### src/rtl/sequenciador_detector_pkg.sv
// Shared types and default sizes for the serial-detector sequencer.
package sequenciador_detector_pkg;

    localparam int LARGURA_PADRAO = 8;
    localparam int CNT_W_PADRAO   = 8;

    typedef enum logic [1:0] {
        OCIOSO  = 2'd0,
        LIMPA   = 2'd1,
        DESLOCA = 2'd2,
        ESPERA  = 2'd3
    } estado_t;

endpackage

### src/rtl/sequenciador_detector_if.sv
// Host-side bundle of the sequencer: word handshake, counter clear and per-word results.
interface sequenciador_detector_if
    import sequenciador_detector_pkg::*;
#(
    parameter int LARGURA = LARGURA_PADRAO,
    parameter int CNT_W   = CNT_W_PADRAO
);
    // Handshake: a word moves on a rising edge where valido && pronto; the sender
    // keeps dado/valido stable until that edge, and pronto never waits on valido.
    logic [LARGURA-1:0] dado;
    logic               valido;
    logic               pronto;
    logic               zerar;
    logic               fim;
    logic               detectou;
    logic [CNT_W-1:0]   contagem;

    modport master (
        output dado, valido, zerar,
        input  pronto, fim, detectou, contagem
    );

    modport slave (
        input  dado, valido, zerar,
        output pronto, fim, detectou, contagem
    );

endinterface

### src/rtl/sequenciador_detector.sv
// Serializes host words MSB-first into an external Moore detector, resetting it per word,
// and tallies the detector's responses into a per-word flag and a saturating hit count.
module sequenciador_detector
    import sequenciador_detector_pkg::*;
#(
    parameter int LARGURA = LARGURA_PADRAO,
    parameter int CNT_W   = CNT_W_PADRAO
) (
    input  logic                    clk,
    input  logic                    rst_n,
    sequenciador_detector_if.slave  host,
    output logic                    o_det_rst,
    output logic                    o_det_entrada,
    input  logic                    i_det_saida,
    output estado_t                 o_estado
);

    localparam int BIT_W = $clog2(LARGURA);
    localparam logic [CNT_W-1:0] CNT_MAX = {CNT_W{1'b1}};

    estado_t            r_estado;
    logic [LARGURA-1:0] r_desloc;
    logic [BIT_W-1:0]   r_bits;
    logic               r_amostra;
    logic               r_det_rst;
    logic               r_det_entrada;
    logic               r_fim;
    logic               r_detectou;
    logic [CNT_W-1:0]   r_contagem;

    logic w_pronto;
    logic w_aceita;
    logic w_acerto;

    assign w_pronto = (r_estado == OCIOSO);
    assign w_aceita = host.valido && w_pronto;
    // The detector answers one cycle after each bit, so only that cycle is counted.
    assign w_acerto = r_amostra && i_det_saida;

    always_ff @(posedge clk or negedge rst_n) begin
        if (!rst_n) begin
            r_estado      <= OCIOSO;
            r_desloc      <= '0;
            r_bits        <= '0;
            r_amostra     <= 1'b0;
            r_det_rst     <= 1'b1;
            r_det_entrada <= 1'b0;
            r_fim         <= 1'b0;
        end else begin
            r_det_rst     <= 1'b0;
            r_det_entrada <= 1'b0;
            r_fim         <= 1'b0;
            r_amostra     <= (r_estado == DESLOCA);
            case (r_estado)
                OCIOSO: begin
                    if (host.valido) begin
                        r_desloc  <= host.dado;
                        r_bits    <= BIT_W'(LARGURA - 1);
                        r_det_rst <= 1'b1;
                        r_estado  <= LIMPA;
                    end
                end
                LIMPA: begin
                    // First bit is launched here so it is on the wire for the whole first DESLOCA cycle.
                    r_det_entrada <= r_desloc[LARGURA-1];
                    r_desloc      <= {r_desloc[LARGURA-2:0], 1'b0};
                    r_estado      <= DESLOCA;
                end
                DESLOCA: begin
                    if (r_bits == '0) begin
                        r_estado <= ESPERA;
                    end else begin
                        r_det_entrada <= r_desloc[LARGURA-1];
                        r_desloc      <= {r_desloc[LARGURA-2:0], 1'b0};
                        r_bits        <= r_bits - BIT_W'(1);
                    end
                end
                ESPERA: begin
                    r_fim    <= 1'b1;
                    r_estado <= OCIOSO;
                end
                default: r_estado <= OCIOSO;
            endcase
        end
    end

    always_ff @(posedge clk or negedge rst_n) begin
        if (!rst_n) begin
            r_detectou <= 1'b0;
            r_contagem <= '0;
        end else begin
            if (w_aceita) begin
                r_detectou <= 1'b0;
            end else if (w_acerto) begin
                r_detectou <= 1'b1;
            end
            // A clear beats a hit landing in the same cycle.
            if (host.zerar) begin
                r_contagem <= '0;
            end else if (w_acerto && (r_contagem != CNT_MAX)) begin
                r_contagem <= r_contagem + CNT_W'(1);
            end
        end
    end

    assign host.pronto   = w_pronto;
    assign host.fim      = r_fim;
    assign host.detectou = r_detectou;
    assign host.contagem = r_contagem;
    assign o_det_rst     = r_det_rst;
    assign o_det_entrada = r_det_entrada;
    assign o_estado      = r_estado;

endmodule

### src/flat_wrapper.sv
// flat-port wrapper written by rule: the top's interface ports become plain ports
module sequenciador_detector_flat import sequenciador_detector_pkg::*;
#(
    parameter int LARGURA = LARGURA_PADRAO,
    parameter int CNT_W   = CNT_W_PADRAO
)
  (clk, rst_n, o_det_rst, o_det_entrada, i_det_saida, o_estado, host_dado, host_valido, host_zerar, host_pronto, host_fim, host_detectou, host_contagem);
  sequenciador_detector_if #(.LARGURA(LARGURA), .CNT_W(CNT_W)) host_i ();
  input  logic clk;
  input  logic rst_n;
  output logic o_det_rst;
  output logic o_det_entrada;
  input  logic i_det_saida;
  output estado_t o_estado;
  input wire logic [$bits(host_i.dado)-1:0] host_dado;
  input wire logic [$bits(host_i.valido)-1:0] host_valido;
  input wire logic [$bits(host_i.zerar)-1:0] host_zerar;
  output wire logic [$bits(host_i.pronto)-1:0] host_pronto;
  output wire logic [$bits(host_i.fim)-1:0] host_fim;
  output wire logic [$bits(host_i.detectou)-1:0] host_detectou;
  output wire logic [$bits(host_i.contagem)-1:0] host_contagem;
  assign host_i.dado = host_dado;
  assign host_i.valido = host_valido;
  assign host_i.zerar = host_zerar;
  assign host_pronto = host_i.pronto;
  assign host_fim = host_i.fim;
  assign host_detectou = host_i.detectou;
  assign host_contagem = host_i.contagem;
  sequenciador_detector #(.LARGURA(LARGURA), .CNT_W(CNT_W)) u_core (.clk(clk), .rst_n(rst_n), .host(host_i), .o_det_rst(o_det_rst), .o_det_entrada(o_det_entrada), .i_det_saida(i_det_saida), .o_estado(o_estado));
endmodule
### config.mk
export PLATFORM = sky130hd
export DESIGN_NAME = sequenciador_detector_flat
export DESIGN_NICKNAME = d
export VERILOG_FILES = /design/src/rtl/sequenciador_detector_pkg.sv /design/src/rtl/sequenciador_detector_if.sv /design/src/rtl/sequenciador_detector.sv /design/src/flat_wrapper.sv
export SDC_FILE = /design/constraint.sdc
export NUM_CORES = 1
export LEC_CHECK = 0
export CAP_MARGIN = 25
export CORE_AREA = 2 2 55 57
export DETAILED_ROUTE_END_ITERATION = 12
export DIE_AREA = 0 0 57 59
export HOLD_SLACK_MARGIN = 0.1
export PLACE_DENSITY = 0.87
export SYNTH_ARGS = -nofsm -noshare
export SYNTH_HDL_FRONTEND = slang
export SYNTH_SLANG_ARGS = --single-unit
### constraint.sdc
create_clock -name clk -period 1.8 [get_ports clk]
set_input_delay 0.54 -clock clk [delete_from_list [all_inputs] [get_ports clk]]
set_output_delay 0.54 -clock clk [all_outputs]
set_load 0.005 [all_outputs]
* Word-level counts from Yosys, hierarchy flattened
Cells that the tools add are included.
** Word-level totals
- Bits in registers :: 26
- Logic and storage cells :: 48
** Operators by class
- Add/subtract/negate cells :: 2
- Equality and inequality tests :: 7
- Mux-type cells :: 18
- Reduce and logical (&&, ||, !) cells :: 12
** Operators with widths (count)
- 2-to-1 mux 8 bit :: 4
- case mux 8 bit (3 select lines) :: 1
- adder 8 x 1 -> 8 bit, second input constant :: 1
- inequality test 8 bit, second input constant :: 1
- case mux 2 bit (4 select lines) :: 1
- 2-to-1 mux 1 bit :: 6
- 2-to-1 mux 3 bit :: 2
- inequality test 2 bit, second input constant :: 3
- case mux 3 bit (2 select lines) :: 1
- AND reduction 3 bit :: 2
- nonzero test 2 bit :: 3
- == test 2 bit, second input constant :: 2
- 2-to-1 mux 2 bit :: 2
- logical AND 1 bit :: 3
- logical NOT 3 bit :: 1
- nonzero test 3 bit :: 1
- subtractor 3 x 1 -> 3 bit, second input constant :: 1
- == test 2 x 1 -> 1 bit, second input constant :: 1
- logical NOT 2 bit :: 1
- case mux 1 bit (2 select lines) :: 1
- AND reduction 2 bit :: 1

* Logic depth before layout (Yosys ltp)
- Word-level depth :: 4
- Mapped depth :: 7

* Worst setup path before layout
Ideal clock, no wire load.
- Path kind :: register to register
- Start point :: register u_core.r_estado[0] (netlist: u_core.o_estado[0])
- End point :: register u_core.r_desloc[1]
- Library setup time :: 77 ps
- Data arrival time :: 1556 ps
- Path slack :: 166 ps
- Cell stages (with the launch flop) :: 8
- Path buffers :: 1
- Period minus slack after synthesis :: 1634 ps
- Cell sequence :: dfrtp_1 inv_1 ha_1 nor2b_4 a311oi_4 buf_4 nor2_1 a21oi_1
** On the way
- Cells in the longest elaborated chain, start to end :: 3
- Elaborated cells on any way between the ends :: 8
- Classes of those cells :: 4 x eq/ne; 1 x mux; 3 x reduce/logical
** RTL lines
- start, declared :: line sequenciador_detector.sv:21 : estado_t r_estado;
- start signal, assigned :: line sequenciador_detector.sv:42 : r_estado <= OCIOSO;
- start signal, assigned :: line sequenciador_detector.sv:60 : r_estado <= LIMPA;
- start signal, assigned :: line sequenciador_detector.sv:67 : r_estado <= DESLOCA;
- logical NOT 2 bit (*)
- named net host_pronto :: line flat_wrapper.sv:18 : output wire logic [$bits(host_i.pronto)-1:0] host_pronto;
- inequality test 2 bit (no line) / nonzero test 3 bit (equally long branches)
- AND reduction 3 bit (no line)
- end signal, assigned :: line sequenciador_detector.sv:57 : r_desloc <= host.dado;
- end signal, assigned :: line sequenciador_detector.sv:66 : r_desloc <= {r_desloc[LARGURA-2:0], 1'b0};
- end signal, assigned :: line sequenciador_detector.sv:74 : r_desloc <= {r_desloc[LARGURA-2:0], 1'b0};
- end, declared :: line sequenciador_detector.sv:22 : logic [LARGURA-1:0] r_desloc;
Mark *: on every way through the listed nets, which the timed path passes. The rest lies on a longest branch.
A chain may end at the register's enable or synchronous reset.

* Worst setup path after layout
- Start point :: register u_core.r_contagem[7] (netlist: u_core.host.contagem[7])
- End point :: output host_contagem[7]
** RTL lines
- start, declared :: line sequenciador_detector.sv:29 : logic [CNT_W-1:0] r_contagem;
- start signal, assigned :: line sequenciador_detector.sv:101 : r_contagem <= r_contagem + CNT_W'(1);
- end, declared :: line flat_wrapper.sv:21 : output wire logic [$bits(host_i.contagem)-1:0] host_contagem;
No word-level cell between the ends.

==> flow_summary.json <==
{
  "cpPeakStageDelay_ns": 0.51,
  "cts_max_path_buffers": 2,
  "synth_warnings": 0,
  "place_ws_ns": -0.160,
  "ys_types": 29,
  "yosysTopAreaCell": "dfrtp_1",
  "antenna_left": 0,
  "num_io_pins": 28,
  "root_buffer": "clkbuf_4",
  "totalWireLength_um": 3000,
  "worstPathArrival_ns": 1.23,
  "io_buffers": 27,
  "r2r_start": "u_core.host.contagem[0]$_DFFE_PN0P_",
  "switchingPower_mw": 0.917,
  "grt_max_degree": 27,
  "syn_area_um2": 1300,
  "finalHoldViolCount": 0,
  "report.final.slew_viol_count": 0,
  "hp-start": "u_core.host.detectou$_DFFE_PN0P_",
  "setup_viol": 0,
  "synth-seq-cells": 26,
  "syn_avg_cell_area_um2": 10.0,
  "tightestPinTransition_ns": 0.395,
  "die_w_um": 57,
  "critical_path.cell_chain": "clkdlybuf4s50_1",
  "combPwrFrac": 0.515,
  "cts.sinks": 26,
  "min_delay_path_depth": 2,
  "nFillCells": 233,
  "internal-power_mw": 1.54,
  "drive_gt1_frac": 0.191,
  "power_frac_seq": 0.364,
  "cp_num_buf_inv": 1,
  "fp-row-count": 19,
  "peakVddDrop_uv": 968,
  "start_util": 0.481,
  "hold_class": "reg2reg",
  "grt_pass1_wl_um": 5080,
  "dieArea_um2": 3360,
  "track_usage": 0.194,
  "crit_path_max_fanout": 2,
  "antenna_found_initial": 0,
  "route.detailed.drc": 0,
  "relSlewSlack": 0.734,
  "gp_congestion": 0.885,
  "leakagePower_nw": 0.845,
  "synthTopCellsByArea": "dfrtp_1, mux2i_1, ha_1",
  "finalNetCount": 199,
  "clkTransAtPathRegs_ns": 0.14,
  "switching_share": 0.373,
  "min_to": "u_core.host.detectou$_DFFE_PN0P_",
  "timing.rr.end": "u_core.host.contagem[5]$_DFFE_PN0P_",
  "n_antenna_cell": 0,
  "cp_top_family": "buffers and inverters",
  "cp-start-kind": "register",
  "gr-total-overflow": 0,
  "required_ns": 1.26,
  "vias_per_cell": 5.51,
  "setup_slack_ns": 0.0298,
  "htreeDepth": 1,
  "fin_crit_ns": 1.77,
  "clock_skew_ns": 0.00615,
  "rrSetupSlack_ns": 0.10,
  "finalCritPeriodShare": 0.983,
  "cts_inserted_buffers": 3,
  "cts_tree": "done",
  "drtPass1Iterations": 4,
  "cap_violations": 0,
  "wl_per_cell_um": 14.3,
  "worstSetupStartpoint": "u_core.host.contagem[7]$_DFFE_PN0P_",
  "dr_total_vias": 1152,
  "grt_pass1_vias": 1150,
  "max_freq_ghz": 0.565,
  "path_class": "reg2out",
  "syn_nets": 150,
  "design.core.area_um2": 2710,
  "synthCells": 130,
  "area_growth_pct": 37.5,
  "slowest_stage": "clkdlybuf4s50_1",
  "status": "finished, final reports clean",
  "r2r_cells": 6,
  "yosysSeqAreaShare": 0.500,
  "drtIter0Drc": 27,
  "hpwl_um": 2140,
  "power_density_nw_per_um2": 1370,
  "clockPowerShare": 0.120,
  "die_h_um": 59,
  "crit_path_end_kind": "output port",
  "insertion_delay_ns": 0.32,
  "yosysTopAreaCellShare": 0.480,
  "setup_tns_ns": 0
}
logic make-up after synthesis:
family | count (synthesis) | share of synthesized area
xor+xnor | 1 | 0.00672
fa+ha+maj | 7 | 0.0672
simple gates | 46 | 0.179
buf+inv | 11 | 0.0345
compound gates | 30 | 0.144
flops | 26 | 0.500
mux | 9 | 0.0691
metrics by stage:
stage	hold WS [ns]	power [mW]	util	cells	cell area, um^2
6_report	0.519	2.46	0.662	209	1790
5_1_grt	0.571	2.64	0.662	209	1790
4_1_cts	0.531	2.47	0.657	207	1780
3_5_place_dp	0.505	2.16	0.616	193	1670
3_3_place_gp	0.477	2.06	0.616	193	1670
2_1_floorplan	0.244	1.66	-	130	1300
routing by layer:
metal	up-vias	part of all wire	wire, um	track usage
met4	0	0.019	56	0.0864
met3	10	0.041	123	0.0284
li1	547	-	-	-
met2	28	0.54	1620	0.365
met5	-	0	0	0
met1	567	0.40	1190	0.219
power groups by stage:
stage                     Sequential, mW  Combinational, mW  Clock (mW)
after detailed placement           0.917               1.24           0
after global routing               0.914               1.40       0.326
final                              0.896               1.27       0.296
after global placement             0.900               1.16           0
after floorplan                    0.903              0.757           0
after CTS                          0.889               1.27       0.302
synthesized netlist by cell type:
cell type  count
nor3_1         1
nand4_2        1
xor2_1         1
dfrtp_1       25
inv_1          8
nand4_1        1
a311oi_4       1
nor2_2         1
o21ai_0        5
ha_1           7
a211oi_1       3
and2_1         2
o31ai_1        2
nor2_1        22
nand3_1        5
buf_4          1
nand2_1        5
nand2b_1       3
dfstp_2        1
nor2b_4        1
a21boi_0       1
a31oi_1        1
and4_1         1
a21oi_1       17
nand3b_1       1
buf_1          1
or4_1          2
mux2i_1        9
clkbuf_1       1
final cells by class:
type | instances | area (um^2) | share of cell area
Inverter | 8 | 30.0 | 0.0167
Sequential cell | 26 | 654 | 0.365
Clock buffer | 4 | 36.3 | 0.0202
Multi-Input combinational cell | 93 | 609 | 0.340
Tap cell | 31 | 38.8 | 0.0216
Timing Repair Buffer | 47 | 424 | 0.237
timing repair:
action / CTS / global route
setup buffers: 10 / 2
gates cloned: 0 / 0
hold buffers: 0 / 0
pin swaps: 0 / 0
resized for setup: 8 / 2
setup endpoints to repair: 12 / 6
flip-flops by register name, indices dropped and copies added (netlist names):
signal and cells:
u_core.r_amostra 1, u_core.o_det_entrada 1, u_core.host.detectou 1, u_core.r_desloc 8
u_core.o_det_rst 1, u_core.r_bits 3, u_core.host.contagem 8, u_core.host.fim 1
u_core.o_estado 2
worst max-delay path by stage:
stage | cells past startpoint | end
after floorplan | 7 | u_core.r_desloc[1]$_DFFE_PN0P_
after global placement | 5 | u_core.host.contagem[5]$_DFFE_PN0P_
after detailed placement | 5 | u_core.host.contagem[5]$_DFFE_PN0P_
after CTS | 4 | host_pronto
after global routing | 1 | host_contagem[3]
final | 1 | host_contagem[7]
placed cells by master (no fill, tap or decap), drive strengths merged, types with 2 or more instances in the layout:
cell / netlist / layout
a21oi: 17 / 17
and2: 2 / 2
mux2i: 9 / 9
inv: 8 / 8
nand2: 5 / 5
o21ai: 5 / 5
dlygate4sd2: 0 / 3
ha: 7 / 7
or4: 2 / 2
buf: 2 / 20
nand4: 2 / 2
nand3: 5 / 5
dfrtp: 25 / 25
nand2b: 3 / 3
nor2: 23 / 23
clkbuf: 1 / 5
a211oi: 3 / 3
clkdlybuf4s50: 0 / 23
o31ai: 2 / 2
Note: power is estimated with default switching activity, not from simulation.
